### src/rtl/mem_arbiter_pkg.sv
// Shared types and constants for the instruction/data SRAM arbiter.
// Latency: n/a (declarations only).
// Backpressure: n/a (declarations only).
package mem_arbiter_pkg;

    localparam int ADDR_W          = 16;
    localparam int DATA_W          = 16;
    localparam int CNT_W           = 3;
    localparam int WAIT_CYCLES_DEF = 2;

    // Arbiter FSM states: idle or one of the three access kinds.
    typedef enum logic [1:0] {
        ST_IDLE   = 2'd0,
        ST_IF_ACC = 2'd1,
        ST_MEM_RD = 2'd2,
        ST_MEM_WR = 2'd3
    } arb_state_t;

    // Which requester owned the most recent grant; drives the fairness rule.
    typedef enum logic {
        GNT_IF  = 1'b0,
        GNT_MEM = 1'b1
    } gnt_t;

    // Active-low SRAM strobes kept together so they are always updated as a set.
    typedef struct packed {
        logic ce_n;
        logic oe_n;
        logic we_n;
    } strobe_t;

    localparam strobe_t STB_IDLE    = 3'b111;
    localparam strobe_t STB_READ    = 3'b001;
    localparam strobe_t STB_WRITE   = 3'b010;
    localparam strobe_t STB_WR_HOLD = 3'b011;

    localparam logic [DATA_W-1:0] NOP_INST = '0;

    // Strobe pattern for a given state; the last write cycle releases we_n
    // early so the data bus is still driven while the write edge closes.
    function automatic strobe_t strobe_for(input arb_state_t st, input logic last_cycle);
        strobe_t s;
        case (st)
            ST_IF_ACC, ST_MEM_RD: s = STB_READ;
            ST_MEM_WR:            s = last_cycle ? STB_WR_HOLD : STB_WRITE;
            default:              s = STB_IDLE;
        endcase
        return s;
    endfunction

endpackage

### src/rtl/mem_arbiter.sv
// Arbitrates one asynchronous SRAM between instruction fetch and MEM-stage data accesses.
// Latency: each access holds the SRAM for WAIT_CYCLES cycles; if_valid/mem_done pulse the cycle after.
// Backpressure: stall_req holds the pipeline while any request is pending without its completion pulse.
module mem_arbiter
    import mem_arbiter_pkg::*;
#(
    parameter int WAIT_CYCLES = WAIT_CYCLES_DEF
) (
    input  logic              clk,
    input  logic              rst,
    input  logic              if_req,
    input  logic [ADDR_W-1:0] if_addr,
    input  logic              mem_req,
    input  logic              mem_we,
    input  logic [ADDR_W-1:0] mem_addr,
    input  logic [DATA_W-1:0] mem_wdata,
    input  logic [DATA_W-1:0] sram_rdata,
    output logic [ADDR_W-1:0] sram_addr,
    output logic [DATA_W-1:0] sram_wdata,
    output logic              sram_ce_n,
    output logic              sram_oe_n,
    output logic              sram_we_n,
    output logic [DATA_W-1:0] if_inst,
    output logic              if_valid,
    output logic [DATA_W-1:0] mem_rdata,
    output logic              mem_done,
    output logic              stall_req
);

    localparam logic [CNT_W-1:0] LAST_CNT = CNT_W'(WAIT_CYCLES - 1);

    arb_state_t       state_q, state_d, pick;
    logic [CNT_W-1:0] cnt_q, cnt_d;
    gnt_t             last_gnt_q, last_gnt_d;
    strobe_t          stb_q, stb_d;
    logic             last_cycle;
    logic             grant_win;

    assign last_cycle = (state_q != ST_IDLE) && (cnt_q == LAST_CNT);
    assign grant_win  = (state_q == ST_IDLE) || last_cycle;

    // Requester selection: MEM first, but yield to IF right after a MEM access.
    always_comb begin
        pick = ST_IDLE;
        if (mem_req && (!if_req || (last_gnt_q == GNT_IF))) begin
            pick = mem_we ? ST_MEM_WR : ST_MEM_RD;
        end else if (if_req) begin
            pick = ST_IF_ACC;
        end
    end

    // Next state, access counter and the strobes for the coming cycle.
    always_comb begin
        state_d    = state_q;
        cnt_d      = cnt_q;
        last_gnt_d = last_gnt_q;
        if (grant_win) begin
            state_d = pick;
            cnt_d   = '0;
            if (pick == ST_IF_ACC) begin
                last_gnt_d = GNT_IF;
            end else if (pick != ST_IDLE) begin
                last_gnt_d = GNT_MEM;
            end
        end else begin
            cnt_d = cnt_q + 1'b1;
        end
        stb_d = strobe_for(state_d, cnt_d == LAST_CNT);
    end

    // FSM state, counter, grant history and registered strobes; reset aborts any access.
    always_ff @(posedge clk or negedge rst) begin
        if (!rst) begin
            state_q    <= ST_IDLE;
            cnt_q      <= '0;
            last_gnt_q <= GNT_IF;
            stb_q      <= STB_IDLE;
        end else begin
            state_q    <= state_d;
            cnt_q      <= cnt_d;
            last_gnt_q <= last_gnt_d;
            stb_q      <= stb_d;
        end
    end

    // Latch the winning request's address and write data for the whole access.
    always_ff @(posedge clk or negedge rst) begin
        if (!rst) begin
            sram_addr  <= '0;
            sram_wdata <= '0;
        end else if (grant_win && (pick != ST_IDLE)) begin
            sram_addr <= (pick == ST_IF_ACC) ? if_addr : mem_addr;
            if (pick == ST_MEM_WR) begin
                sram_wdata <= mem_wdata;
            end
        end
    end

    // Capture read data at the end of the final access cycle and pulse completion.
    always_ff @(posedge clk or negedge rst) begin
        if (!rst) begin
            if_inst   <= NOP_INST;
            mem_rdata <= '0;
            if_valid  <= 1'b0;
            mem_done  <= 1'b0;
        end else begin
            if_valid <= 1'b0;
            mem_done <= 1'b0;
            if (last_cycle) begin
                case (state_q)
                    ST_IF_ACC: begin
                        if_inst  <= sram_rdata;
                        if_valid <= 1'b1;
                    end
                    ST_MEM_RD: begin
                        mem_rdata <= sram_rdata;
                        mem_done  <= 1'b1;
                    end
                    ST_MEM_WR: begin
                        mem_done <= 1'b1;
                    end
                    default: begin
                    end
                endcase
            end
        end
    end

    assign sram_ce_n = stb_q.ce_n;
    assign sram_oe_n = stb_q.oe_n;
    assign sram_we_n = stb_q.we_n;

    assign stall_req = (if_req && !if_valid) || (mem_req && !mem_done);

endmodule
### config.mk
export PLATFORM = sky130hd
export DESIGN_NAME = mem_arbiter
export DESIGN_NICKNAME = d
export VERILOG_FILES = /design/src/rtl/mem_arbiter_pkg.sv /design/src/rtl/mem_arbiter.sv
export SDC_FILE = /design/constraint.sdc
export NUM_CORES = 1
export LEC_CHECK = 0
export BUFFER_PORTS_ARGS = -buffer_cell sky130_fd_sc_hd__buf_2
export CELL_PAD_IN_SITES_DETAIL_PLACEMENT = 0
export CELL_PAD_IN_SITES_GLOBAL_PLACEMENT = 1
export CORE_MARGIN = 3
export CORE_UTILIZATION = 38
export CTS_BUF_LIST = sky130_fd_sc_hd__clkbuf_4 sky130_fd_sc_hd__clkbuf_8
export CTS_CLUSTER_DIAMETER = 60
export CTS_CLUSTER_SIZE = 16
export DETAILED_ROUTE_END_ITERATION = 7
export HOLD_SLACK_MARGIN = 0.02
export MAX_ROUTING_LAYER = met4
export PLACE_DENSITY_LB_ADDON = 0.05
export SLEW_MARGIN = 20
export SYNTH_ARGS = -nofsm -noshare
export SYNTH_HDL_FRONTEND = slang
export SYNTH_SLANG_ARGS = --single-unit
### constraint.sdc
create_clock -name clk -period 2.1 [get_ports clk]
set_input_delay 0.315 -clock clk [delete_from_list [all_inputs] [get_ports clk]]
set_output_delay 0.315 -clock clk [all_outputs]
set_load 0.05 [all_outputs]
==> reports/metrics.cfg <==
[min_path]
hold_depth=2
holdCritStartpoint=mem_wdata[6]
min_path_type=primary input to flop
hold_end=sram_wdata[6]

[critical_path]
end_kind=flop
crit_arrival_ns=2.04
max_stage_delay_ns=0.41
worst_path_max_delay_cell=dfrtp_1
path_cells=ha_1, and2b_2, o2111ai_4, buf_12, mux2_2
crit_family=flip-flops
worst-endpoint-required_ns=2.33
critical_path.startpoint_type=flop
r2r_end=sram_wdata[1]
timing.rr.start=cnt_q[0]
ff2ff_path_depth=5
crit_buf_inv=1
r2r_setup_slack_ns=0.30
worst-path-max-fanout=16
critPathKind=flop to flop

[synthesis]
synthTopCellsByCount=72 x dfrtp_1, 29 x mux2_2, 19 x mux2_4, 16 x a2bb2oi_1, 15 x o32ai_1
synth-seq-cells=75
synth.distinct_cells=34
postSynthNetCount=277
avgSynthCellArea_um2=15.5
muxShareOfSynthArea=0.193
synth-seq-area-share=0.594
synth_top_area_frac=0.569
synth_compound_area_frac=0.126
synth-edff-count=0
synthAdderAreaFrac=0.0158
yosys.area_share.xor_xnor=0.00277
syn-instance-count=204
postSynth.topFlopCell=dfrtp_1
synth_area_leaders=dfrtp_1 57%, mux2_2 10%, mux2_4 9.0%
synthArstFlopShare=1.00
synth_top_family_by_area=multiplexers
syn_area_um2=3160
ys_warn_count=0
synth_largest_area_cell=dfrtp_1
yosysMostFrequentCell=dfrtp_1
synthSimpleGateAreaFrac=0.0340

[layout]
final_nets=422
n_antenna_cell=0
drive_gt1_frac=0.613
n_fill_cell=702
area_growth_pct=33.6

[sta]
relSlewSlack=0.550
worst_hold_slack_ns=0.197
worst_pin_slew_ns=0.670
hold_viol=0
finalCritPeriodShare=0.859
finalWorstSetupSlack_ns=0.295
rsz0062_at_grt=no
setup_violations=0
finClkSkew_ns=0.00609
post-route-min-period_ns=1.80
fmax_mhz=554
setup_tns_ns=0
slew_viol_final=0

[die]
start_util=0.401
rows=32
core_area_um2=7890
dieHeight_um=97.3
dieWidth_um=97.3
die-area_um2=9460
pin_count=139

[global_routing]
grt.met1_usage=0.214
grt_pass1_wl_um=11900
grt.met3_usage=0.0531
antenna_found_initial=0
grtUsageTotal=0.162
busiest_layer=met2
grt_start_max_net_pins=76
grt_pass1_vias=2276
grt_use_met2=0.246
gr-total-overflow=0

[cts]
cts_buffer_depth=2
ctsResizeCount=0
worstSkewPairLatency_ns=0.34
cts_num_sinks=75
cts_max_level=3
cts_setup_buffers=0
cts_made_buffers=9
ctsHoldBuffers=1
cts_tree=built
cts_root_buffer=clkbuf_8
path_clk_slew_ns=0.08

[routing]
dr.pass1.iters=4
drt_iter0_markers=136
drc=0
avgRoutedWirePerCell_um=16.2
dr_total_vias=2222
drt-total-wl_um=7370
vias_per_cell=4.87
ant_nets=0

[place]
dp_hpwl_um=5240
pre_cts_slack_ns=0.289
gp_congestion=0.748
port_buffers=138

[run_status]
status=finished clean

[job]
cap_violations=0

-- state kept, by name, indices dropped and copies added (netlist names), 2 cells and up --
register and cells:
if_inst 16, mem_rdata 16, sram_addr 16, state_q 2, sram_wdata 16, cnt_q 3
-- stage by stage --
stage	instances	util	instance area (um2)
finish	456	0.536	4230
global route	456	0.536	4230
CTS	456	0.536	4230
detailed placement	439	0.505	3980
global placement	439	0.505	3980
floorplan	204	-	3160
-- worst max-delay path by stage --
stage | from | depth (start not counted) | end
final | cnt_q[0] | 5 | sram_wdata[1]
after global routing | cnt_q[0] | 7 | sram_we_n
after CTS | cnt_q[0] | 5 | sram_wdata[1]
after detailed placement | cnt_q[0] | 5 | sram_wdata[1]
after global placement | cnt_q[0] | 5 | sram_wdata[2]
after floorplan | if_req | 3 | stall_req
-- layer usage --
layer | part of all wire | routed length (um) | vias up
li1 | - | - | 1059
met1 | 0.45 | 3290 | 1072
met2 | 0.48 | 3530 | 85
met3 | 0.067 | 494 | 6
met4 | 0.0077 | 57 | 0
met5 | 0 | 0 | -
-- logic make-up (layout without fill, tap and decap cells) --
group,after synthesis,after routing
DFF,75,75
muxes,48,48
AOI/OAI and AO/OA,45,45
buffers and inverters,16,166
and+or+nand+nor,15,15
adders and majority gates,4,4
xor gates and xnor gates,1,1
-- placed cells by master (no fill, tap or decap), types with 2 or more instances in the layout --
cell,n
nor3b_4,2
buf_4,5
nor2_1,6
o32ai_1,15
ha_1,4
dfstp_2,3
bufinv_16,2
a2bb2oi_1,16
buf_12,3
buf_2,137
inv_1,3
o21ai_0,2
o22a_1,2
mux2_4,19
clkbuf_8,11
dfrtp_1,72
mux2_2,29
clkinvlp_4,2
nand2_1,2
-- layout make-up --
cell class                      count  area (um2)  area share
Sequential cell                    75        1880       0.445
Timing Repair Buffer              146         793       0.188
Clock inverter                      5        83.8      0.0198
Clock buffer                       11         151      0.0358
Multi-Input combinational cell    113        1180       0.278
Inverter                            4        15.0     0.00355
Tap cell                          102         128      0.0302
Power is left out: the tool's default activity adds up to more than one toggle a clock period on the data nets, which glitch-free logic cannot reach.
